<file path="config.mk">
export PLATFORM = sky130hd
export DESIGN_NAME = instr_issuer_flat
export DESIGN_NICKNAME = d
export VERILOG_FILES = /design/src/rtl/instr_issuer_if.sv /design/src/rtl/instr_issuer.sv /design/src/flat_wrapper.sv
export SDC_FILE = /design/constraint.sdc
export NUM_CORES = 1
export LEC_CHECK = 0
export BUFFER_PORTS_ARGS = -buffer_cell sky130_fd_sc_hd__buf_2
export CAP_MARGIN = 0
export CORE_ASPECT_RATIO = 0.6
export CORE_MARGIN = 1
export CORE_UTILIZATION = 64
export CTS_CLUSTER_SIZE = 40
export DETAILED_ROUTE_END_ITERATION = 7
export PLACE_DENSITY = 0.87
export SETUP_SLACK_MARGIN = 0.1
export SLEW_MARGIN = 10
export SYNTH_ARGS = -nofsm -noshare
export SYNTH_HDL_FRONTEND = slang
export SYNTH_SLANG_ARGS = --single-unit
export TNS_END_PERCENT = 1
</file>
<file path="constraint.sdc">
create_clock -name i_clk -period 7.6 [get_ports i_clk]
set_input_delay 1.14 -clock i_clk [delete_from_list [all_inputs] [get_ports i_clk]]
set_output_delay 1.14 -clock i_clk [all_outputs]
set_load 0.02 [all_outputs]
</file>
<file path="src/rtl/instr_issuer_if.sv">
// Instruction-issuer bus: program load port, run control, processor
// instruction/result handshake and run statistics.
interface instr_issuer_if #(parameter int AW = 4);
  // program load and run control
  logic          prog_we;
  logic [AW-1:0] prog_addr;
  logic [9:0]    prog_data;
  logic [AW:0]   prog_len;
  logic          start;
  // instruction to processor
  logic [1:0]    opcode;
  logic [3:0]    reg_a;
  logic [3:0]    reg_b;
  logic          issue_valid;
  // result from processor
  logic [3:0]    result;
  logic          zero_flag;
  // run status
  logic [AW-1:0] pc;
  logic          busy;
  logic          done;
  logic [3:0]    last_result;
  logic [AW:0]   zero_count;
  logic [7:0]    result_sum;

  modport master (
    input  prog_we, prog_addr, prog_data, prog_len, start, result, zero_flag,
    output opcode, reg_a, reg_b, issue_valid, pc, busy, done,
           last_result, zero_count, result_sum
  );

  modport slave (
    output prog_we, prog_addr, prog_data, prog_len, start, result, zero_flag,
    input  opcode, reg_a, reg_b, issue_valid, pc, busy, done,
           last_result, zero_count, result_sum
  );
endinterface

</file>
<file path="src/rtl/instr_issuer.sv">
// Instruction-issuing front end: loadable program memory plus a
// fetch/issue/capture loop that drives the 4-bit processor and gathers
// its results into simple run statistics.
module instr_issuer #(
  parameter int DEPTH = 16,
  parameter int AW    = 4
) (
  input  logic           i_clk,
  input  logic           i_rst,
  instr_issuer_if.master io_bus
);

  typedef enum logic [2:0] {S_IDLE, S_FETCH, S_ISSUE, S_CAPTURE, S_DONE} state_t;

  state_t        r_state, w_next;
  logic [9:0]    r_mem [DEPTH];
  logic [9:0]    r_ir;
  logic [AW-1:0] r_pc;
  logic [AW-1:0] r_last;       // pc of the final instruction of this run
  logic [3:0]    r_last_result;
  logic [AW:0]   r_zero_count;
  logic [7:0]    r_sum;

  logic [AW:0]   w_len;
  logic [AW:0]   w_len_m1;
  logic          w_busy;

  // Effective run length: anything beyond the memory is clamped to DEPTH.
  assign w_len    = (io_bus.prog_len > (AW+1)'(DEPTH)) ? (AW+1)'(DEPTH) : io_bus.prog_len;
  assign w_len_m1 = w_len - (AW+1)'(1);
  assign w_busy   = (r_state == S_FETCH) || (r_state == S_ISSUE) || (r_state == S_CAPTURE);

  // State register; async reset abandons any run in flight.
  always_ff @(posedge i_clk or posedge i_rst) begin
    if (i_rst) r_state <= S_IDLE;
    else       r_state <= w_next;
  end

  // Next-state decode; start only matters in IDLE.
  always_comb begin
    w_next = r_state;
    case (r_state)
      S_IDLE:    if (io_bus.start) w_next = (w_len == '0) ? S_DONE : S_FETCH;
      S_FETCH:   w_next = S_ISSUE;
      S_ISSUE:   w_next = S_CAPTURE;
      S_CAPTURE: w_next = (r_pc == r_last) ? S_DONE : S_FETCH;
      S_DONE:    w_next = S_IDLE;
      default:   w_next = S_IDLE;
    endcase
  end

  // Program memory write port; locked out while a run is active, never reset.
  always_ff @(posedge i_clk) begin
    if (io_bus.prog_we && !w_busy) r_mem[io_bus.prog_addr] <= io_bus.prog_data;
  end

  // Datapath: run setup, instruction fetch and result capture.
  always_ff @(posedge i_clk or posedge i_rst) begin
    if (i_rst) begin
      r_ir          <= '0;
      r_pc          <= '0;
      r_last        <= '0;
      r_last_result <= '0;
      r_zero_count  <= '0;
      r_sum         <= '0;
    end else begin
      case (r_state)
        S_IDLE: begin
          // zero-length start leaves the previous statistics untouched
          if (io_bus.start && (w_len != '0)) begin
            r_pc         <= '0;
            r_last       <= w_len_m1[AW-1:0];
            r_zero_count <= '0;
            r_sum        <= '0;
          end
        end
        S_FETCH: r_ir <= r_mem[r_pc];
        S_CAPTURE: begin
          r_last_result <= io_bus.result;
          r_sum         <= r_sum + {4'b0000, io_bus.result};
          if (io_bus.zero_flag) r_zero_count <= r_zero_count + (AW+1)'(1);
          // pc parks on the last instruction instead of wrapping
          if (r_pc != r_last) r_pc <= r_pc + AW'(1);
        end
        default: ;
      endcase
    end
  end

  // Operand fields come straight from the instruction register, so they
  // stay put through CAPTURE and after the run.
  assign io_bus.opcode      = r_ir[9:8];
  assign io_bus.reg_a       = r_ir[7:4];
  assign io_bus.reg_b       = r_ir[3:0];
  assign io_bus.issue_valid = (r_state == S_ISSUE);
  assign io_bus.busy        = w_busy;
  assign io_bus.done        = (r_state == S_DONE);
  assign io_bus.pc          = r_pc;
  assign io_bus.last_result = r_last_result;
  assign io_bus.zero_count  = r_zero_count;
  assign io_bus.result_sum  = r_sum;

endmodule

</file>
<file path="src/flat_wrapper.sv">
// flat-port wrapper written by rule: the top's interface ports become plain ports
module instr_issuer_flat 
#(
  parameter int DEPTH = 16,
  parameter int AW    = 4
)
  (i_clk, i_rst, io_bus_prog_we, io_bus_prog_addr, io_bus_prog_data, io_bus_prog_len, io_bus_start, io_bus_result, io_bus_zero_flag, io_bus_opcode, io_bus_reg_a, io_bus_reg_b, io_bus_issue_valid, io_bus_pc, io_bus_busy, io_bus_done, io_bus_last_result, io_bus_zero_count, io_bus_result_sum);
  instr_issuer_if #(.AW(AW)) io_bus_i ();
  input  logic i_clk;
  input  logic i_rst;
  input wire logic [$bits(io_bus_i.prog_we)-1:0] io_bus_prog_we;
  input wire logic [$bits(io_bus_i.prog_addr)-1:0] io_bus_prog_addr;
  input wire logic [$bits(io_bus_i.prog_data)-1:0] io_bus_prog_data;
  input wire logic [$bits(io_bus_i.prog_len)-1:0] io_bus_prog_len;
  input wire logic [$bits(io_bus_i.start)-1:0] io_bus_start;
  input wire logic [$bits(io_bus_i.result)-1:0] io_bus_result;
  input wire logic [$bits(io_bus_i.zero_flag)-1:0] io_bus_zero_flag;
  output wire logic [$bits(io_bus_i.opcode)-1:0] io_bus_opcode;
  output wire logic [$bits(io_bus_i.reg_a)-1:0] io_bus_reg_a;
  output wire logic [$bits(io_bus_i.reg_b)-1:0] io_bus_reg_b;
  output wire logic [$bits(io_bus_i.issue_valid)-1:0] io_bus_issue_valid;
  output wire logic [$bits(io_bus_i.pc)-1:0] io_bus_pc;
  output wire logic [$bits(io_bus_i.busy)-1:0] io_bus_busy;
  output wire logic [$bits(io_bus_i.done)-1:0] io_bus_done;
  output wire logic [$bits(io_bus_i.last_result)-1:0] io_bus_last_result;
  output wire logic [$bits(io_bus_i.zero_count)-1:0] io_bus_zero_count;
  output wire logic [$bits(io_bus_i.result_sum)-1:0] io_bus_result_sum;
  assign io_bus_i.prog_we = io_bus_prog_we;
  assign io_bus_i.prog_addr = io_bus_prog_addr;
  assign io_bus_i.prog_data = io_bus_prog_data;
  assign io_bus_i.prog_len = io_bus_prog_len;
  assign io_bus_i.start = io_bus_start;
  assign io_bus_i.result = io_bus_result;
  assign io_bus_i.zero_flag = io_bus_zero_flag;
  assign io_bus_opcode = io_bus_i.opcode;
  assign io_bus_reg_a = io_bus_i.reg_a;
  assign io_bus_reg_b = io_bus_i.reg_b;
  assign io_bus_issue_valid = io_bus_i.issue_valid;
  assign io_bus_pc = io_bus_i.pc;
  assign io_bus_busy = io_bus_i.busy;
  assign io_bus_done = io_bus_i.done;
  assign io_bus_last_result = io_bus_i.last_result;
  assign io_bus_zero_count = io_bus_i.zero_count;
  assign io_bus_result_sum = io_bus_i.result_sum;
  instr_issuer #(.DEPTH(DEPTH), .AW(AW)) u_core (.i_clk(i_clk), .i_rst(i_rst), .io_bus(io_bus_i));
endmodule
</file>
* After elaboration in Yosys (flattened, before gate mapping)
Memories as Yosys holds them, arrays and structs flattened. A register that Yosys moved wholly into a read port is not among the register bits.
Cells that the tools add are included.
** Storage, ports and cells
- Register bits :: 28
- Memory bits (writable) :: 160
- Input port bits :: 28
- Output and inout bits :: 34
- Word-level logic and storage cells :: 50
- Memories :: 1
** Cells by class
- Add/sub/neg operators :: 4
- Magnitude comparators :: 1
- Eq/ne operators :: 10
- Multiplexer cells :: 15
- Reductions and logical operators :: 13
** Memory list
- u_core.r_mem :: words 16, width 10, rd ports 1, clocked after memory_dff 1, wr ports 1, RTL line instr_issuer.sv:16 : logic [9:0] r_mem [DEPTH];
** Operators by type and width (number)
- 8-bit one-hot mux with 2 select lines :: 1
- 5-bit 2-to-1 mux :: 3
- 3-bit one-hot mux with 4 select lines :: 1
- 5-bit one-hot mux with 2 select lines :: 1
- 3-bit 2-to-1 mux :: 3
- 8-bit by 4-bit adder with 8-bit output :: 1
- 4-bit 2-to-1 mux :: 2
- 8-bit 2-to-1 mux :: 1
- 4-bit one-hot mux with 2 select lines :: 1
- 3-bit by 2-bit equality test with 1-bit output (second input constant) :: 2
- 2-bit != test (second input constant) :: 3
- 3-bit AND reduction :: 2
- 5-bit by 1-bit adder with 5-bit output (second input constant) :: 1
- 5-bit > comparator (second input constant) :: 1
- 5-bit zero test :: 1
- 5-bit nonzero test :: 1
- 4-bit by 1-bit adder with 4-bit output (second input constant) :: 1
- 4-bit equality test :: 1
- 4-bit != test :: 1
- 2-bit AND reduction :: 2
- 4-bit by 1-bit subtractor with 4-bit output (second input constant) :: 1
- 3-bit by 1-bit equality test with 1-bit output (second input constant) :: 1
- 3-bit equality test (second input constant) :: 1
- 3-bit zero test :: 1
- 6 further kinds :: 9

* Depth between registers and ports, before layout
Gate-level depths: netlist of the first run.
- Depth in word-level cells :: 7
- Mapped depth :: 7
- Gate-level depth less buffers :: 6

* Worst setup path after synthesis of the first run
Ideal clock, no wire load.
- Path kind :: input to register
- From :: input io_bus_prog_we
- To :: memory u_core.r_mem[0][0] (enable)
- Library setup time :: 0.390 ns
- Arrival :: 2.432 ns
- Data required time :: 7.210 ns
- Slack :: 4.778 ns
- Stages on the path :: 3
- Path buffers :: 0
- Cell sequence :: o21a_1 -> or3b_1 -> nor3_1
** On the way
- Word-level cells in the longest chain between the ends :: 3
** Ends and longest elaborated chain
- from (decl) :: RTL line flat_wrapper.sv:11 : input wire logic [$bits(io_bus_i.prog_we)-1:0] io_bus_prog_we;
- 1-bit logical AND :: RTL line instr_issuer.sv:54 : if (io_bus.prog_we && !w_busy) r_mem[io_bus.prog_addr] <= io_bus.prog_data;
- 1-bit 2-to-1 mux :: RTL line instr_issuer.sv:54
- 1-bit 2-to-1 mux (implied by the code) :: RTL line instr_issuer.sv:54
- to (decl) :: RTL line instr_issuer.sv:16
No other way between the ends.

* Worst setup path after layout of the first run
- From :: register u_core.r_state[0]
- To :: output io_bus_done
** On the way
- Word-level cells in the longest chain between the ends :: 1
** Ends and longest elaborated chain
- from (decl) :: RTL line instr_issuer.sv:15 : state_t r_state, w_next;
- from (signal assigned) :: RTL line instr_issuer.sv:36 : else r_state <= w_next;
- 3-bit equality test :: RTL line instr_issuer.sv:97 : assign io_bus.done = (r_state == S_DONE);
- to (decl) :: RTL line flat_wrapper.sv:24 : output wire logic [$bits(io_bus_i.done)-1:0] io_bus_done;
No other way between the ends.

==> results of run 1 <==
[state kept, by name (all words and copies together) (netlist names)]
register and flops:
u_core.io_bus.pc 4, u_core.io_bus.result_sum 8, u_core.r_last 4, u_core.r_mem 160
u_core.r_state 3, u_core.io_bus.last_result 4, u_core.r_ir 10, u_core.io_bus.zero_count 5
[area by class of cell]
| cell class | count | share of cell area [%] |
|---|---|---|
| Multi-Input combinational cell | 240 | 23.99 |
| Tap cell | 165 | 2.261 |
| Sequential cell | 198 | 63.06 |
| Inverter | 2 | 0.08221 |
| Clock buffer | 21 | 5.399 |
| Clock inverter | 11 | 1.206 |
| Timing Repair Buffer | 69 | 4.001 |
[worst min path at each step]
stage,slack (ns),startpoint,end
2_1_floorplan,0.47,u_core.r_last[1],u_core.r_last[1]
4_1_cts,0.47,u_core.io_bus.result_sum[7],u_core.io_bus.result_sum[7]
3_3_place_gp,0.46,u_core.io_bus.last_result[0],u_core.io_bus.last_result[0]
3_5_place_dp,0.46,u_core.io_bus.result_sum[7],u_core.io_bus.result_sum[7]
5_1_grt,0.52,u_core.io_bus.last_result[2],u_core.io_bus.last_result[2]
6_report,0.48,u_core.io_bus.result_sum[7],u_core.io_bus.result_sum[7]
[worst reg2reg max path, stage by stage, from the launching register on]
cell	delay [ns]
dfrtp_2	0.87
buf_4	0.51
mux4_2	0.58
nor2b_1	0.16
a211oi_1	0.38
nor4_1	0.11
[cell families (layout without fill, tap and decap cells)]
| kind of cell | after synthesis | count (layout) | share of synthesized area [%] |
|---|---|---|---|
| buf+inv | 25 | 103 | 1.642 |
| fa+ha+maj | 8 | 8 | 1.332 |
| compound gates | 48 | 48 | 4.151 |
| xor+xnor | 12 | 12 | 1.301 |
| simple gates | 122 | 122 | 7.713 |
| flops | 198 | 198 | 71.24 |
| mux | 50 | 50 | 12.62 |
[stage by stage]
step                cells  hold slack [ns]
floorplan             463           0.4704
global placement      674           0.4582
detailed placement    674           0.4643
CTS                   706           0.4735
global route          706           0.5196
finish                706           0.4779
[power by group]
group	total, uW	leakage (uW)	internal (uW)	switching [uW]
logic	913	0.00105	392	521
clock network	903	0.000287	505	398
registers	1410	0.00192	1270	138
[cells in the final DEF (no fill, tap or decap), drive strengths merged, types with 4 or more instances in the layout]
cell and instances:
edfxtp 160, a21oi 4, nor3b 4, a21o 5
nand2 38, mux2i 7, ha 7, o21ai 10
clkbuf 21, nand3 23, dfrtp 38, a22oi 7
xnor2 8, xor2 4, nor2 21, inv 6
buf 69, o211ai 10, mux4 40, nor3 8
nand2b 7
[routing by layer]
metal,up-vias,GRT usage [%],share of wire [%]
li1,1957,-,-
met1,2358,40.93,43
met2,268,44.43,47
met3,38,6.684,8.6
met4,0,8.060,1.9
met5,-,0,0
==> flow_summary_export.csv, run 1 <==
group,metric,value,unit
timing,fin_ws,4.831,ns
clocking,cts_htree_levels,4,
critical_path,rrSetupSlack,4.85,ns
layout,multi_input_area,2191,sq um
layout,finalInstanceArea,9131,sq um
logic_synthesis,yosysSeqAreaShare,71.24,%
place,place_congestion,0.7803,
critical_path,crit_chain,"nor2_1, and2_1, buf_2",
logic_synthesis,ys_top_cells_by_area,"edfxtp_1 59%, dfrtp_1 12%, mux4_2 10%",
place,post-place-ws,4.567,ns
logic_synthesis,synth_top_cell_area_share,59.47,%
clocking,cts_made_buffers,17,
timing,finalHoldViolCount,0,
logic_synthesis,avgSynthCellArea,17.45,sq um
layout,fill_cells,710,
routing,detail-route-antenna-nets,0,
logic_synthesis,yosysMostFrequentCell,"edfxtp_1",
timing,setup-tns-final,0,ns
worst_hold_path,hp-class,"flip-flop to flip-flop",
routing,wl,17.61,mm
floorplan,die_area,13090,sq um
clocking,postCtsSetupBuffers,0,
logic_synthesis,synth_cell_types,51,
critical_path,required,6.46,ns
critical_path,crit_family,"flip-flops",
run_status,outcome,"completed",
logic_synthesis,synthCells,463,
grt,grt_max_degree,39,
logic_synthesis,ys_ff_latch,198,
grt,gr-usage-all-layers,28.33,%
logic_synthesis,yosys_warnings,0,
timing,finalClockSkew,0.008949,ns
floorplan,die_width,147.1,microns
critical_path,reg2regPathDepth,5,
clocking,cts_resized,0,
clocking,clkTransAtPathRegs,0.07,ns
timing,drv_slew,0,
timing,rsz0062_at_grt,"false",
routing,firstDrtPassIters,5,
routing,wl_per_cell,24.94,microns
clocking,clockBufferDepth,2,
clocking,hold_buffers,0,
pwr,power.density,353.5,nW/um^2
critical_path,crit_fanout,11,
critical_path,crit_path_start_kind,"flip-flop",
layout,fin_util,74.97,%
logic_synthesis,synth_edf_count,160,
logic_synthesis,syn_area,8079,sq um
routing,post-route-drc-count,0,
clocking,cts_tree,"built",
logic_synthesis,synthFlopType,"edfxtp_1",
place,place_hpwl,10.71,mm
place,place_area,8528,sq um
critical_path,cp-endpoint,"io_bus_done",
layout,fin_nets,564,
critical_path,r2r-end,"u_core.r_ir[5]",
critical_path,crit_slowest_cell,"dfrtp_1",
timing,setup_violations,0,
clocking,cts_root_buffer,"clkbuf_16",
grt,antenna_found_initial,0,
floorplan,coreArea,12180,sq um
floorplan,fp-row-count,31,
grt,grt_pass1_wl,26.13,mm
critical_path,crit_start,"u_core.r_state[0]",
logic_synthesis,synthTopCellsByCount,"160 x edfxtp_1, 38 x dfrtp_1, 38 x nand2_1",
logic_synthesis,synth_top_cell_by_area,"edfxtp_1",
pwr,p_total,3228,uW
critical_path,max_stage_delay,0.52,ns
critical_path,worstSetupPathType,"flip-flop to primary output",
run,drv_cap,0,
routing,via_per_inst,6.545,
grt,grt_pass1_vias,4510,
place,port_buffers,61,
timing,finalCritPeriodShare,36.44,%
logic_synthesis,synthArstFlopShare,19.19,%
timing,period_minus_slack,2.769,ns
layout,syn_to_final_growth,13.02,%
worst_hold_path,min_path_cells,1,
logic_synthesis,syn_nets,499,
floorplan,io_pins,62,
layout,regArea,5758,sq um
timing,tightest_slew,1.198,ns
floorplan,start_util,66.33,%
critical_path,cp_data_arrival_time,1.63,ns
timing,relSlewSlack,19.81,%
critical_path,cp.depth,3,
pwr,peakVddDrop,0.1969,mV
critical_path,r2r-start,"u_core.io_bus.pc[0]",
floorplan,chipHeight,89.03,microns
critical_path,worst-path-buf-inv,1,
pwr,p_leak,0.003251,uW
grt,grt_overflow,0,
layout,drive_gt1_share,26.99,%
clocking,clock_sinks,198,
routing,via_count,4621,
critical_path,cp-end-kind,"primary output",
timing,fmax,0.3611,GHz
layout,diodes,0,
routing,drt_iter0_drc,465,
clocking,insertion_delay,0.43,ns
(Power assumes the default switching activity.)
==> run 2: changes to the inputs <==
--- a/config.mk
+++ b/config.mk
@@ -9,10 +9,10 @@
 export CAP_MARGIN = 0
 export CORE_ASPECT_RATIO = 0.6
 export CORE_MARGIN = 1
-export CORE_UTILIZATION = 64
+export CORE_UTILIZATION = 54
 export CTS_CLUSTER_SIZE = 40
 export DETAILED_ROUTE_END_ITERATION = 7
-export PLACE_DENSITY = 0.87
+export PLACE_DENSITY = 0.79
 export SETUP_SLACK_MARGIN = 0.1
 export SLEW_MARGIN = 10
 export SYNTH_ARGS = -nofsm -noshare
==> constraint.sdc (replaced) <==
create_clock -name i_clk -period 2.5 [get_ports i_clk]
set_input_delay 0.375 -clock i_clk [delete_from_list [all_inputs] [get_ports i_clk]]
set_output_delay 0.375 -clock i_clk [all_outputs]
set_load 0.02 [all_outputs]
==> run 2 against run 1 <==
Net effect: clock-buffer cell count decreased by 4; non-clock buffer count increased by 31; core utilization decreased by 10 points; sequential power increased to 3.0 times the previous value; combinational power increased to 3.2 times the previous value; largest cell class unchanged; clock skew increased by 0.0082 ns; flip-flop and latch count unchanged; power increased to 3.0 times the previous value; critical path type is now flip-flop to flip-flop; die area increased by 18%; clock power increased to 2.9 times the previous value; sequential share of layout area decreased by 1.8 points; first-iteration DRC count decreased by 16%; largest power group unchanged.
==> flow_summary_export.csv, run 2 (same netlist as run 1, synthesis figures left out) <==
group,metric,value,unit
critical_path,r2r-end,"u_core.r_mem[12][5]",
floorplan,fp-row-count,34,
timing,drv_slew,0,
critical_path,crit_start,"u_core.r_state[1]",
layout,top_register,"u_core.r_mem",
critical_path,crit_path_start_kind,"flip-flop",
layout,largest_reg_flops,160,
place,place_area,8820,sq um
clocking,hold_buffers,0,
grt,antenna_found_initial,0,
routing,drt_iter0_drc,389,
routing,via_per_inst,6.022,
clocking,insertion_delay,0.43,ns
critical_path,reg2regPathDepth,5,
critical_path,r2r-start,"u_core.r_state[1]",
pwr,power.density,1045,nW/um^2
layout,multi_input_area,2201,sq um
timing,period_minus_slack,2.230,ns
place,place_hpwl,11.67,mm
layout,fin_nets,595,
routing,detail-route-antenna-nets,0,
timing,setup_violations,0,
pwr,p_total,9824,uW
place,dp_cells,738,
layout,layout_common_cells,"160 x edfxtp_1, 61 x buf_2, 38 x nand2_1, 38 x buf_4",
layout,diodes,0,
routing,via_count,4637,
timing,hold-worst-slack,0.06549,ns
layout,finalInstanceArea,9398,sq um
routing,wl,17.48,mm
critical_path,crit_fanout,12,
layout,syn_to_final_growth,16.32,%
pwr,p_leak,0.003413,uW
place,port_buffers,61,
grt,grt_pass1_wl,26.64,mm
timing,finalCritPeriodShare,89.18,%
timing,finalHoldViolCount,0,
clocking,postCtsSetupBuffers,0,
clocking,clockBufferDepth,2,
routing,firstDrtPassIters,4,
clocking,clock_sinks,198,
timing,rsz0062_at_grt,"false",
layout,regArea,5758,sq um
critical_path,cp_data_arrival_time,2.36,ns
clocking,clkTransAtPathRegs,0.07,ns
routing,post-route-drc-count,0,
worst_hold_path,hp-class,"input port to async pin",
critical_path,cp-endpoint,"u_core.r_mem[12][5]",
layout,mostFrequentLayoutCell,"edfxtp_1",
floorplan,coreArea,14550,sq um
timing,relSlewSlack,60.66,%
critical_path,cp-end-kind,"flip-flop",
critical_path,rrSetupSlack,0.27,ns
clocking,cts_htree_levels,4,
floorplan,io_pins,62,
timing,fmax,0.4485,GHz
run,drv_cap,0,
clocking,cts_made_buffers,17,
timing,setup-tns-final,0,ns
layout,fill_cells,1026,
layout,drive_gt1_share,30.94,%
place,place_congestion,0.8609,
floorplan,die_width,159.9,microns
critical_path,required,2.63,ns
grt,grt_pass1_vias,4442,
grt,grt_max_degree,39,
timing,tightest_slew,0.5901,ns
clocking,cts_resized,0,
critical_path,worstSetupPathType,"flip-flop to flip-flop",
run_status,outcome,"completed",
grt,grt_overflow,0,
timing,finalClockSkew,0.01717,ns
clocking,cts_tree,"built",
floorplan,die_area,15470,sq um
routing,wl_per_cell,22.69,microns
floorplan,start_util,55.53,%
layout,instances_no_fill,770,
floorplan,chipHeight,96.75,microns
pwr,peakVddDrop,0.4908,mV
clocking,cts_root_buffer,"clkbuf_16",
grt,gr-usage-all-layers,23.79,%
[run 2: cell types whose count changed in the layout (fill, tap and decap cells not counted), moves of 3 or more]
cell and change:
clkinv_4 +3, clkinv_1 +3, buf_4 +30, clkinvlp_4 -3
[run 2: worst max-delay path: stages, from the launching register on]
cell	delay (ns)
dfrtp_1	0.53
nor2_1	0.26
o21a_1	0.24
nand3_1	0.18
nor3_1	0.43
buf_4	0.29
[run 2: cell type report]
cell class / instances / share of cell area [%]
well taps: 198 / 2.636
multi-input cells: 240 / 23.42
inverters: 2 / 0.07988
flip-flops and latches: 198 / 61.27
clock inverters: 15 / 1.571
repair buffers: 100 / 6.497
clock buffers: 17 / 4.527
[run 2: where the power goes]
group | switching, uW | internal (uW)
Clock | 1230 | 1400
Combinational | 1620 | 1320
Sequential | 384 | 3870
Total | 3240 | 6590
[run 2: worst min path at each step]
stage | startpoint | to | slack, ns | depth (start not counted)
floorplan | u_core.r_last[1] | u_core.r_last[1] | 0.47 | 2
global placement | u_core.io_bus.last_result[2] | u_core.io_bus.last_result[2] | 0.45 | 2
detailed placement | u_core.io_bus.last_result[2] | u_core.io_bus.last_result[2] | 0.46 | 2
CTS | i_rst | u_core.io_bus.zero_count[4] | 0.1 | 3
global route | i_rst | u_core.io_bus.zero_count[2] | 0.13 | 3
finish | i_rst | u_core.io_bus.zero_count[4] | 0.07 | 3
[run 2: per-stage QoR]
stage,util [%],setup slack [ns]
after floorplan,-,0.3491
after global placement,60.62,0.2237
after detailed placement,60.62,0.2301
after CTS,64.56,0.2105
after global routing,64.59,0.1455
final,64.59,0.2705
[run 2: routing by layer]
metal | share of wire (%) | track usage [%]
met5 | 0 | 0
met2 | 45 | 33.36
met3 | 8.1 | 6.389
met4 | 0.48 | 5.495
met1 | 47 | 37.44
==> run 3: changes to the inputs <==
--- a/config.mk
+++ b/config.mk
@@ -9,10 +9,10 @@
 export CAP_MARGIN = 0
 export CORE_ASPECT_RATIO = 0.6
 export CORE_MARGIN = 1
-export CORE_UTILIZATION = 54
+export CORE_UTILIZATION = 64
 export CTS_CLUSTER_SIZE = 40
 export DETAILED_ROUTE_END_ITERATION = 7
-export PLACE_DENSITY = 0.79
+export PLACE_DENSITY = 0.87
 export SETUP_SLACK_MARGIN = 0.1
 export SLEW_MARGIN = 10
 export SYNTH_ARGS = -nofsm -noshare
==> constraint.sdc (replaced) <==
create_clock -name i_clk -period 2.6 [get_ports i_clk]
set_input_delay 0.39 -clock i_clk [delete_from_list [all_inputs] [get_ports i_clk]]
set_output_delay 0.39 -clock i_clk [all_outputs]
set_load 0.02 [all_outputs]
==> run 3 against run 2 <==
Net effect: non-clock buffer count down 9; critical endpoint is now u_core.io_bus.pc[2]; sequential share of layout area up 1.0 points; power decreased by 4.6%; cell count shrank 5.5%; die area decreased by 15%; largest cell class unchanged; global-route usage grew 5.7 points; flip-flop and latch count stayed put; critical path type unchanged; register-to-register slack gained 0.14 ns; core utilization increased by 11 points; clock-buffer cell count is 3 higher.
==> flow_summary_export.csv, run 3 (same netlist as run 1, synthesis figures left out) <==
group,metric,value,unit
layout,largest_reg_flops,160,
timing,relSlewSlack,58.05,%
grt,grt_overflow,0,
floorplan,coreArea,12180,sq um
routing,drt_iter0_drc,473,
layout,syn_to_final_growth,14.39,%
place,port_buffers,61,
layout,layout_common_cells,"160 x edfxtp_1, 61 x buf_2, 38 x nand2_1",
critical_path,cp-end-kind,"flip-flop",
timing,setup_violations,0,
floorplan,die_width,147.1,microns
timing,period_minus_slack,2.189,ns
critical_path,cp_data_arrival_time,2.49,ns
place,place_hpwl,11.86,mm
layout,top_register,"u_core.r_mem",
run_status,outcome,"completed",
critical_path,crit_start,"u_core.io_bus.pc[2]",
layout,drive_gt1_share,29.48,%
grt,grt_pass1_wl,26.63,mm
timing,fmax,0.4568,GHz
clocking,cts_resized,0,
routing,detail-route-antenna-nets,0,
floorplan,start_util,66.33,%
timing,rsz0062_at_grt,"false",
layout,regArea,5758,sq um
critical_path,r2r-end,"u_core.io_bus.pc[2]",
layout,multi_input_area,2191,sq um
floorplan,die_area,13090,sq um
floorplan,chipHeight,89.03,microns
critical_path,reg2regPathDepth,5,
clocking,clock_sinks,198,
run,drv_cap,0,
place,place_congestion,0.8289,
layout,mostFrequentLayoutCell,"edfxtp_1",
clocking,clockBufferDepth,2,
timing,finalHoldViolCount,0,
clocking,cts_htree_levels,4,
clocking,cts_made_buffers,17,
timing,finalCritPeriodShare,84.19,%
routing,post-route-drc-count,0,
pwr,power.density,1014,nW/um^2
routing,via_count,4740,
layout,fin_nets,586,
grt,gr-usage-all-layers,29.53,%
clocking,cts_root_buffer,"clkbuf_16",
grt,grt_pass1_vias,4469,
grt,grt_max_degree,39,
critical_path,crit_fanout,12,
worst_hold_path,hp-class,"input port to async pin",
layout,fill_cells,686,
critical_path,rrSetupSlack,0.41,ns
critical_path,cp-endpoint,"u_core.io_bus.pc[2]",
floorplan,io_pins,62,
routing,wl_per_cell,24.88,microns
pwr,peakVddDrop,0.6556,mV
routing,via_per_inst,6.511,
clocking,cts_tree,"built",
pwr,p_leak,0.003345,uW
timing,finalClockSkew,0.01413,ns
critical_path,required,2.90,ns
critical_path,r2r-start,"u_core.io_bus.pc[2]",
floorplan,fp-row-count,31,
layout,diodes,0,
routing,wl,18.11,mm
pwr,p_total,9373,uW
critical_path,worstSetupPathType,"flip-flop to flip-flop",
routing,firstDrtPassIters,7,
timing,drv_slew,0,
clocking,clkTransAtPathRegs,0.07,ns
timing,setup-tns-final,0,ns
grt,antenna_found_initial,0,
clocking,hold_buffers,0,
critical_path,crit_path_start_kind,"flip-flop",
clocking,insertion_delay,0.43,ns
timing,tightest_slew,0.6292,ns
clocking,postCtsSetupBuffers,0,
==> run 3: cell types whose count changed in the layout (fill, tap and decap cells not counted), moves of 2 or more <==
cell | previous run | this run
nor3_1 | 5 | 7
clkinv_1 | 3 | 0
clkbuf_1 | 0 | 3
nor3_2 | 3 | 1
buf_4 | 38 | 29
clkinv_2 | 0 | 2
==> run 3: layout make-up <==
class                      count  area share, %
tap                          165          2.234
clock inverter                12          1.070
sequential                   198          62.31
multi-input combinational    240          23.71
clock buffer                  20          4.725
inverter                       2        0.08123
timing repair buffer          91          5.876
==> run 3: layer usage <==
layer / share of wire, % / GRT usage [%] / up-vias / wire, microns
li1: - / - / 1996 / -
met1: 40 / 43.09 / 2452 / 7324
met2: 48 / 44.47 / 269 / 8703
met3: 10 / 8.112 / 23 / 1860
met4: 1.2 / 9.372 / 0 / 221
met5: 0 / 0 / - / 0
==> run 3: metrics by stage <==
stage	setup WS, ns	hold WS [ns]	instances	instance area [sq um]	util [%]
after floorplan	0.1832	0.4704	463	8079	-
after global placement	0.5651	0.4591	696	8706	71.48
after detailed placement	0.4545	0.4709	696	8706	71.48
after CTS	0.4486	0.09279	728	9241	75.88
after global routing	0.3292	0.09801	728	9241	75.88
final	0.4110	0.07729	728	9241	75.88
==> run 3: worst min path at each step <==
stage | end | slack (ns) | cells after the start
6_report | u_core.io_bus.result_sum[0] | 0.08 | 3
5_1_grt | u_core.io_bus.result_sum[0] | 0.1 | 3
4_1_cts | u_core.io_bus.result_sum[0] | 0.09 | 3
3_5_place_dp | u_core.io_bus.last_result[1] | 0.47 | 2
3_3_place_gp | u_core.io_bus.last_result[3] | 0.46 | 2
2_1_floorplan | u_core.r_last[1] | 0.47 | 2
==> run 3: where the power goes <==
group	internal (uW)	switching (uW)
combinational	1250	1620
clock	1240	1160
sequential	3720	386
==> run 3: worst max-delay path: stages, from the launching register on <==
cell and delay, ns:
dfrtp_1 0.75, buf_4 0.31, xnor2_1 0.16, nand4_2 0.30, a21o_1 0.27, a31oi_1 0.28
